### src/rtl/uart_pkg.sv
// Shared UART definitions: data width and the transmitter state encoding.
package uart_pkg;

    localparam int UART_DATA_BITS = 8;

    typedef enum logic [1:0] {
        IDLE,
        START,
        DATA,
        STOP
    } uart_tx_state_e;

endpackage

### src/rtl/uart_tx_serializer.sv
// 8N1 frame serializer: latches a byte on load and shifts it out LSB first.
// tx and busy are both flops; state is exported for observation.
module uart_tx_serializer
    import uart_pkg::*;
#(
    parameter int CLKS_PER_BIT = 16
) (
    input  logic                      clk,
    input  logic                      rst,
    input  logic                      load,
    input  logic [UART_DATA_BITS-1:0] load_byte,
    output logic                      tx,
    output logic                      busy,
    output logic                      done,
    output uart_tx_state_e            state
);

    localparam int CW = (CLKS_PER_BIT > 1) ? $clog2(CLKS_PER_BIT) : 1;
    localparam int IW = $clog2(UART_DATA_BITS);
    localparam logic [CW-1:0] LAST_TICK = CW'(CLKS_PER_BIT - 1);
    localparam logic [IW-1:0] LAST_BIT  = IW'(UART_DATA_BITS - 1);

    uart_tx_state_e            state_n;
    logic [CW-1:0]             tick, tick_n;
    logic [IW-1:0]             bit_idx, bit_idx_n;
    logic [UART_DATA_BITS-1:0] shreg, shreg_n;
    logic                      tx_n;
    logic                      busy_n;
    logic                      wrap;

    always_ff @(posedge clk) begin
        if (rst) begin
            state   <= IDLE;
            tick    <= '0;
            bit_idx <= '0;
            shreg   <= '0;
            tx      <= 1'b1;
            busy    <= 1'b0;
        end else begin
            state   <= state_n;
            tick    <= tick_n;
            bit_idx <= bit_idx_n;
            shreg   <= shreg_n;
            tx      <= tx_n;
            busy    <= busy_n;
        end
    end

    // tx_n is the level of the next bit, so tx changes exactly on bit boundaries.
    always_comb begin
        state_n   = state;
        tick_n    = tick;
        bit_idx_n = bit_idx;
        shreg_n   = shreg;
        tx_n      = tx;
        done      = 1'b0;
        wrap      = (tick == LAST_TICK);
        case (state)
            IDLE: begin
                tick_n    = '0;
                bit_idx_n = '0;
                tx_n      = 1'b1;
                if (load) begin
                    shreg_n = load_byte;
                    tx_n    = 1'b0;
                    state_n = START;
                end
            end
            START: begin
                tick_n = wrap ? '0 : tick + 1'b1;
                if (wrap) begin
                    tx_n    = shreg[0];
                    state_n = DATA;
                end
            end
            DATA: begin
                tick_n = wrap ? '0 : tick + 1'b1;
                if (wrap) begin
                    if (bit_idx == LAST_BIT) begin
                        bit_idx_n = '0;
                        tx_n      = 1'b1;
                        state_n   = STOP;
                    end else begin
                        bit_idx_n = bit_idx + 1'b1;
                        shreg_n   = {1'b0, shreg[UART_DATA_BITS-1:1]};
                        tx_n      = shreg[1];
                    end
                end
            end
            STOP: begin
                tick_n = wrap ? '0 : tick + 1'b1;
                if (wrap) begin
                    tx_n    = 1'b1;
                    done    = 1'b1;
                    state_n = IDLE;
                end
            end
            default: state_n = IDLE;
        endcase
        busy_n = (state_n != IDLE);
    end

endmodule

### src/rtl/uart_tx_arbiter.sv
// Round-robin arbiter sharing one UART transmitter among NUM_REQ byte sources.
// Handshake: a byte moves when req_valid[i] & req_ready[i]; ready is only offered while the line is idle.
module uart_tx_arbiter
    import uart_pkg::*;
#(
    parameter int NUM_REQ      = 4,
    parameter int CLKS_PER_BIT = 16
) (
    input  logic                       clk,
    input  logic                       rst,
    input  logic [NUM_REQ-1:0]         req_valid,
    input  logic [NUM_REQ*8-1:0]       req_data,
    output logic [NUM_REQ-1:0]         req_ready,
    output logic                       tx,
    output logic                       busy,
    output logic [$clog2(NUM_REQ)-1:0] gnt_id
);

    localparam int GW = $clog2(NUM_REQ);

    uart_tx_state_e            ser_state;
    logic [GW-1:0]             last_gnt;
    logic [GW-1:0]             pick;
    logic [GW-1:0]             cand;
    logic                      found;
    logic                      accept;
    logic [UART_DATA_BITS-1:0] sel_byte;
    logic                      unused_done;

    // Search begins one past the previous winner so every requester gets a turn.
    always_comb begin
        found = 1'b0;
        pick  = '0;
        cand  = '0;
        for (int k = 1; k <= NUM_REQ; k++) begin
            cand = GW'((int'(last_gnt) + k) % NUM_REQ);
            if (!found && req_valid[cand]) begin
                found = 1'b1;
                pick  = cand;
            end
        end
        accept = found && (ser_state == IDLE) && !rst;
    end

    always_comb begin
        req_ready = '0;
        sel_byte  = '0;
        for (int i = 0; i < NUM_REQ; i++) begin
            req_ready[i] = accept && (pick == GW'(i));
            if (pick == GW'(i)) begin
                sel_byte = req_data[i*8 +: 8];
            end
        end
    end

    always_ff @(posedge clk) begin
        if (rst) begin
            gnt_id   <= '0;
            last_gnt <= GW'(NUM_REQ - 1);
        end else if (accept) begin
            gnt_id   <= pick;
            last_gnt <= pick;
        end
    end

    uart_tx_serializer #(
        .CLKS_PER_BIT(CLKS_PER_BIT)
    ) u_serializer (
        .clk      (clk),
        .rst      (rst),
        .load     (accept),
        .load_byte(sel_byte),
        .tx       (tx),
        .busy     (busy),
        .done     (unused_done),
        .state    (ser_state)
    );

endmodule

### config.mk
export PLATFORM = sky130hd
export DESIGN_NAME = uart_tx_arbiter
export DESIGN_NICKNAME = d
export VERILOG_FILES = /design/src/rtl/uart_pkg.sv /design/src/rtl/uart_tx_serializer.sv /design/src/rtl/uart_tx_arbiter.sv
export SDC_FILE = /design/constraint.sdc
export NUM_CORES = 1
export LEC_CHECK = 0
export CAP_MARGIN = 20
export CORE_AREA = 2 2 63 65
export CTS_CLUSTER_SIZE = 28
export DETAILED_ROUTE_END_ITERATION = 10
export DIE_AREA = 0 0 65 67
export PLACE_DENSITY_LB_ADDON = 0.1
export SYNTH_ARGS = -nofsm -noshare
export SYNTH_HDL_FRONTEND = slang
export SYNTH_HIERARCHICAL = 1
export SYNTH_SLANG_ARGS = --single-unit
export TNS_END_PERCENT = 20
### constraint.sdc
create_clock -name clk -period 1.95 [get_ports clk]
set_input_delay 0.195 -clock clk [delete_from_list [all_inputs] [get_ports clk]]
set_output_delay 0.195 -clock clk [all_outputs]
set_load 0.1 [all_outputs]
==> results.sh <==
export IMPL_core_area_sq_um=3610
export IMPL_async_flop_share_pct=0
export IMPL_r2r_start="last_gnt[0]$_SDFFE_PP1P_"
export IMPL_yosysWarnings=6
export IMPL_clk_latency_ps=260
export IMPL_root_buffer="clkbuf_8"
export IMPL_min_period_ps=1890
export IMPL_regArea_sq_um=464
export IMPL_syn_area_sq_um=1430
export IMPL_antenna_cells=0
export IMPL_reg2reg_depth=8
export IMPL_cts_htree_levels=1
export IMPL_status="finished clean"
export IMPL_cts_tree="built"
export IMPL_clockBufferDepth=2
export IMPL_min_path_cells=1
export IMPL_post_dp_cell_area_sq_um=2080
export IMPL_peakVddDrop_mv=0.354
export IMPL_crit_type="in -> out"
export IMPL_end_kind="primary output"
export IMPL_ff2ff_setup_slack_ps=100
export IMPL_syn2layout_area_growth_pct=58.8
export IMPL_power_density_nw_per_um2=661
export IMPL_ctsHoldBuffers=0
export IMPL_die_area_sq_um=4360
export IMPL_track_usage_pct=17.8
export IMPL_critical_path_required_ps=1750
export IMPL_finalHoldViolCount=0
export IMPL_drt_iter0_markers=26
export IMPL_antenna_found_initial=0
export IMPL_via_per_inst=5.04
export IMPL_die_h_um=67
export IMPL_finalInstanceArea_sq_um=2280
export IMPL_grt_pass1_vias=1314
export IMPL_start_kind="primary input"
export IMPL_multiInputGateArea_sq_um=978
export IMPL_clock_sinks=23
export IMPL_final_antenna_net_count=0
export IMPL_leakagePower_nw=0.990
export IMPL_rsz0062_at_grt="true"
export IMPL_worstReg2RegEnd="u_serializer/shreg[5]$_SDFFE_PP0P_"
export IMPL_io_buffers=45
export IMPL_yosys_most_used_dff="dfxtp_1"
export IMPL_clock_fmax_ghz=0.528
export IMPL_hp_class="reg -> reg"
export IMPL_first_pass_iters=4
export IMPL_routed_via_count=1350
export IMPL_hpwl_mm=2.58
export IMPL_worstMarginPinSlew_ps=633
export IMPL_whs_ps=456
export IMPL_clkSlewWorstSetupHoldPaths_ps=80
export IMPL_grt_ovfl_total=0
export IMPL_min_to="u_serializer/tick[0]$_SDFF_PP0_"
export IMPL_grt_pass1_wl_mm=6.01
export IMPL_cp_arrival_ps=1700
export IMPL_io_pins=46
export IMPL_grt_max_degree=21
export IMPL_finalCritPeriodShare_pct=97.1
export IMPL_final_util_pct=63.2
export IMPL_drive_gt1_share_pct=23.2
export IMPL_synthesis_nets=198
export IMPL_slew_violations=0
export IMPL_yosys_register_bits=23
export IMPL_wl_mm=3.58
export IMPL_wire_per_inst_um=13.4
export IMPL_remaining_drc_errors=0
export IMPL_skew_ps=2.59
export IMPL_cts_buffers=3
export IMPL_ys_types=35
export IMPL_setup_viol_count_final=0
export IMPL_syn_instance_count=157
export IMPL_synth_edff_count=0
export IMPL_slew_headroom_pct=57.8
export IMPL_start_util_pct=39.8
export IMPL_yosysSeqAreaShare_pct=32.1
export IMPL_num_rows=22
export IMPL_crit_fanout=6
export IMPL_final_cells=268
export IMPL_nets=262
export IMPL_maxCapViolCount=0
export IMPL_avgSynthCellArea_sq_um=9.13
export IMPL_hp_start="u_serializer/tick[0]$_SDFF_PP0_"
export IMPL_nFillCells=310
export IMPL_p_total_mw=1.51
export IMPL_die_x_um=65
export IMPL_gp_congestion=0.726
export IMPL_place_inst=257
[layout make-up]
class | count | area share (%)
clock buffers | 4 | 1.98
inverters | 6 | 0.989
multi-input cells | 120 | 43.0
flip-flops and latches | 23 | 20.4
well taps | 48 | 2.64
repair buffers | 67 | 31.0
[how the worst max path moves through the flow]
| stage | from | to | slack [ps] | cells after the start |
|---|---|---|---|---|
| after detailed placement | rst | u_serializer/shreg[4]$_SDFFE_PP0P_ | -440 | 7 |
| after global placement | rst | u_serializer/shreg[6]$_SDFFE_PP0P_ | -350 | 7 |
| final | req_valid[3] | req_ready[0] | 60 | 6 |
| after global routing | last_gnt[1]$_SDFFE_PP1P_ | u_serializer/shreg[3]$_SDFFE_PP0P_ | -20 | 8 |
| after CTS | req_valid[3] | req_ready[2] | 40 | 6 |
| after floorplan | last_gnt[1]$_SDFFE_PP1P_ | req_ready[3] | -220 | 5 |
[critical path, cell delays in order]
cell and delay, ps:
clkdlybuf4s15_1 280, or2_2 370, a221oi_4 320, buf_12 150, and3b_1 200, buf_12 180
[state kept, by name, indices dropped and copies added, names as in the netlist]
signal,flops
gnt_id,2
u_serializer/busy,1
last_gnt,2
u_serializer/shreg,8
u_serializer/bit_idx,3
u_serializer/tick,4
u_serializer/tx,1
u_serializer/state,2
[cell usage in the layout (no fill, tap or decap), types with 3 or more instances in the layout]
cell,n
mux2i_1,33
clkdlybuf4s50_1,33
nor2_1,24
dfxtp_1,22
buf_4,20
buf_12,7
inv_1,6
nand2_1,5
a211oi_1,5
a21oi_1,5
nor3_1,4
a211oi_2,4
or3_1,3
nand2b_1,3
clkbuf_8,3
dlygate4sd2_1,3
ha_1,3
[Yosys cell counts (all sizes together) (3+ instances only)]
master  instances  area share [%]
mux2i          34              24
or3             3             1.3
a221oi          3             2.3
buf             7             3.8
nor3            5             1.7
nand2           5             1.3
ha              3             2.6
a21oi           6             2.1
inv             6             1.6
nor2           25             6.5
nand3           3             1.4
a211oi          9             5.4
nand2b          5             2.2
dfxtp          23              32
[kinds of logic after synthesis]
group / count (synthesis) / synth area share (%)
and+or+nand+nor: 55 / 18.8
muxes: 34 / 23.7
AOI/OAI and AO/OA: 25 / 15.3
DFF: 23 / 32.1
buffers and inverters: 14 / 5.67
xor gates and xnor gates: 3 / 1.83
adders and majority gates: 3 / 2.62
[report_power, final]
part	leakage (nW)	total [mW]	switching (mW)	internal, mW
clock	0.0228	0.290	0.144	0.146
combinational	0.779	0.688	0.347	0.341
sequential	0.189	0.529	0.0209	0.508
total	0.990	1.51	0.512	0.994
[through the flow]
stage	setup TNS, ps	worst slack (ps)
global placement	-3450	-352
detailed placement	-4270	-437
floorplan	-850	-223
finish	0	56.8
CTS	0	41.9
global route	-52.0	-21.6
[layer usage]
| metal | track usage (%) | vias to the layer above | routed length [um] |
|---|---|---|---|
| met2 | 30.9 | 34 | 1710 |
| met1 | 22.0 | 619 | 1610 |
| met3 | 2.53 | 4 | 217 |
| li1 | - | 693 | - |
| met4 | 7.18 | 0 | 44 |
| met5 | 0 | - | 0 |
[timing repair]
action | in CTS | in global routing
setup buffers | 6 | 0
endpoints found under the setup margin | 12 | 11
gates resized for setup | 12 | 9
pin swaps | 3 | 8
cloned | 1 | 0
Power figures use the tool's default switching activity.
==> RTL edit (same settings) <==
The 4 states of `uart_tx_state_e` get a one-hot encoding in 4 bits.
--- a/src/rtl/uart_pkg.sv
+++ b/src/rtl/uart_pkg.sv
@@ -3,11 +3,11 @@
 
     localparam int UART_DATA_BITS = 8;
 
-    typedef enum logic [1:0] {
-        IDLE,
-        START,
-        DATA,
-        STOP
+    typedef enum logic [3:0] {
+        IDLE  = 4'b0001,
+        START = 4'b0010,
+        DATA  = 4'b0100,
+        STOP  = 4'b1000
     } uart_tx_state_e;
 
 endpackage
Function: same outputs for any inputs over 4 cycles, from zero or initial values and one cycle with rst high; so few cycles prove little.
==> RTL edit against the original RTL <==
Sequential share of layout area up 0.94 points; cell count grew 13%; sequential cell count grew 2; sequential power up 26%; clock power rose by 5%; power is 44% higher; wire length up 17%; worst hold slack gained 0.025 ns; setup slack got worse by 0.017 ns; synthesized area increased by 13%; non-clock buffer count is 1 lower; utilization is 2.9 points higher; global-route usage rose by 2.7 points; cell area rose by 4.6%.
==> RTL edit: results <==
[status]
status = finished clean

[min_path]
min_to = u_serializer/tx
hp-start = u_serializer/tx
worstHoldPathCells = 2

[grt]
grt_max_degree = 25
use_met1 = 0.242
track_usage = 0.204

[setup_path]
crit_path_max_incr_delay_ns = 0.52
rr_endpoint = u_serializer/shreg[4]
crit_path_top_delay_cell = clkdlybuf4s50_1
cp-startpoint = req_valid[0]

[cells_and_area]
ff_latch_area_um2 = 508
clockBufferCount = 3
multi_input_gates = 155
fin_nets = 298
buffer_area_frac = 0.284
top_regs = u_serializer/shreg x8, u_serializer/state x4, u_serializer/tick x4

[power]
internal_power_w = 0.00126
switching_share = 0.420
powerSeq_w = 0.000667
vdd_ir_drop_max_v = 0.000417
leakage_nw = 0.932

[detailed_routing]
route.met3.wl_um = 172

[synth]
ys_ff_latch = 25
synthXorXnorAreaFrac = 0.00540
syn-num-nets = 241

[clock_network]
cts_setup_buffers = 2

[placed_design]
routabilityCongestion = 0.867
dp_hpwl_um = 3120

[timing]
fin_skew_ns = 0.0110
hold_ws_ns = 0.481
## RTL edit: changes by cell type in the layout (fill, tap and decap cells not counted), moves of 3 or more
cell,unedited run,this run
mux2i_1,33,7
nand2_1,5,27
a21oi_1,5,17
a32oi_1,0,8
a22oi_1,1,7
nor2_4,0,5
nor4_1,0,5
dfxtp_2,0,3
nand2_2,0,3
nor4b_4,0,3
## RTL edit: per-stage QoR
| step | TNS, ns | utilization | instances | worst slack [ns] |
|---|---|---|---|---|
| 6_report | 0 | 0.661 | 304 | 0.0399 |
| 5_1_grt | -0.0995 | 0.661 | 304 | -0.0403 |
| 2_1_floorplan | -0.686 | - | 200 | -0.172 |
| 4_1_cts | 0 | 0.642 | 300 | 0.00591 |
| 3_5_place_dp | -1.98 | 0.619 | 294 | -0.214 |
| 3_3_place_gp | -1.54 | 0.619 | 294 | -0.192 |
## RTL edit: tightest hold or removal path: stages, from the launching register on
cell and delay, ns:
dfxtp_1 0.33, inv_1 0.05, o22ai_1 0.06
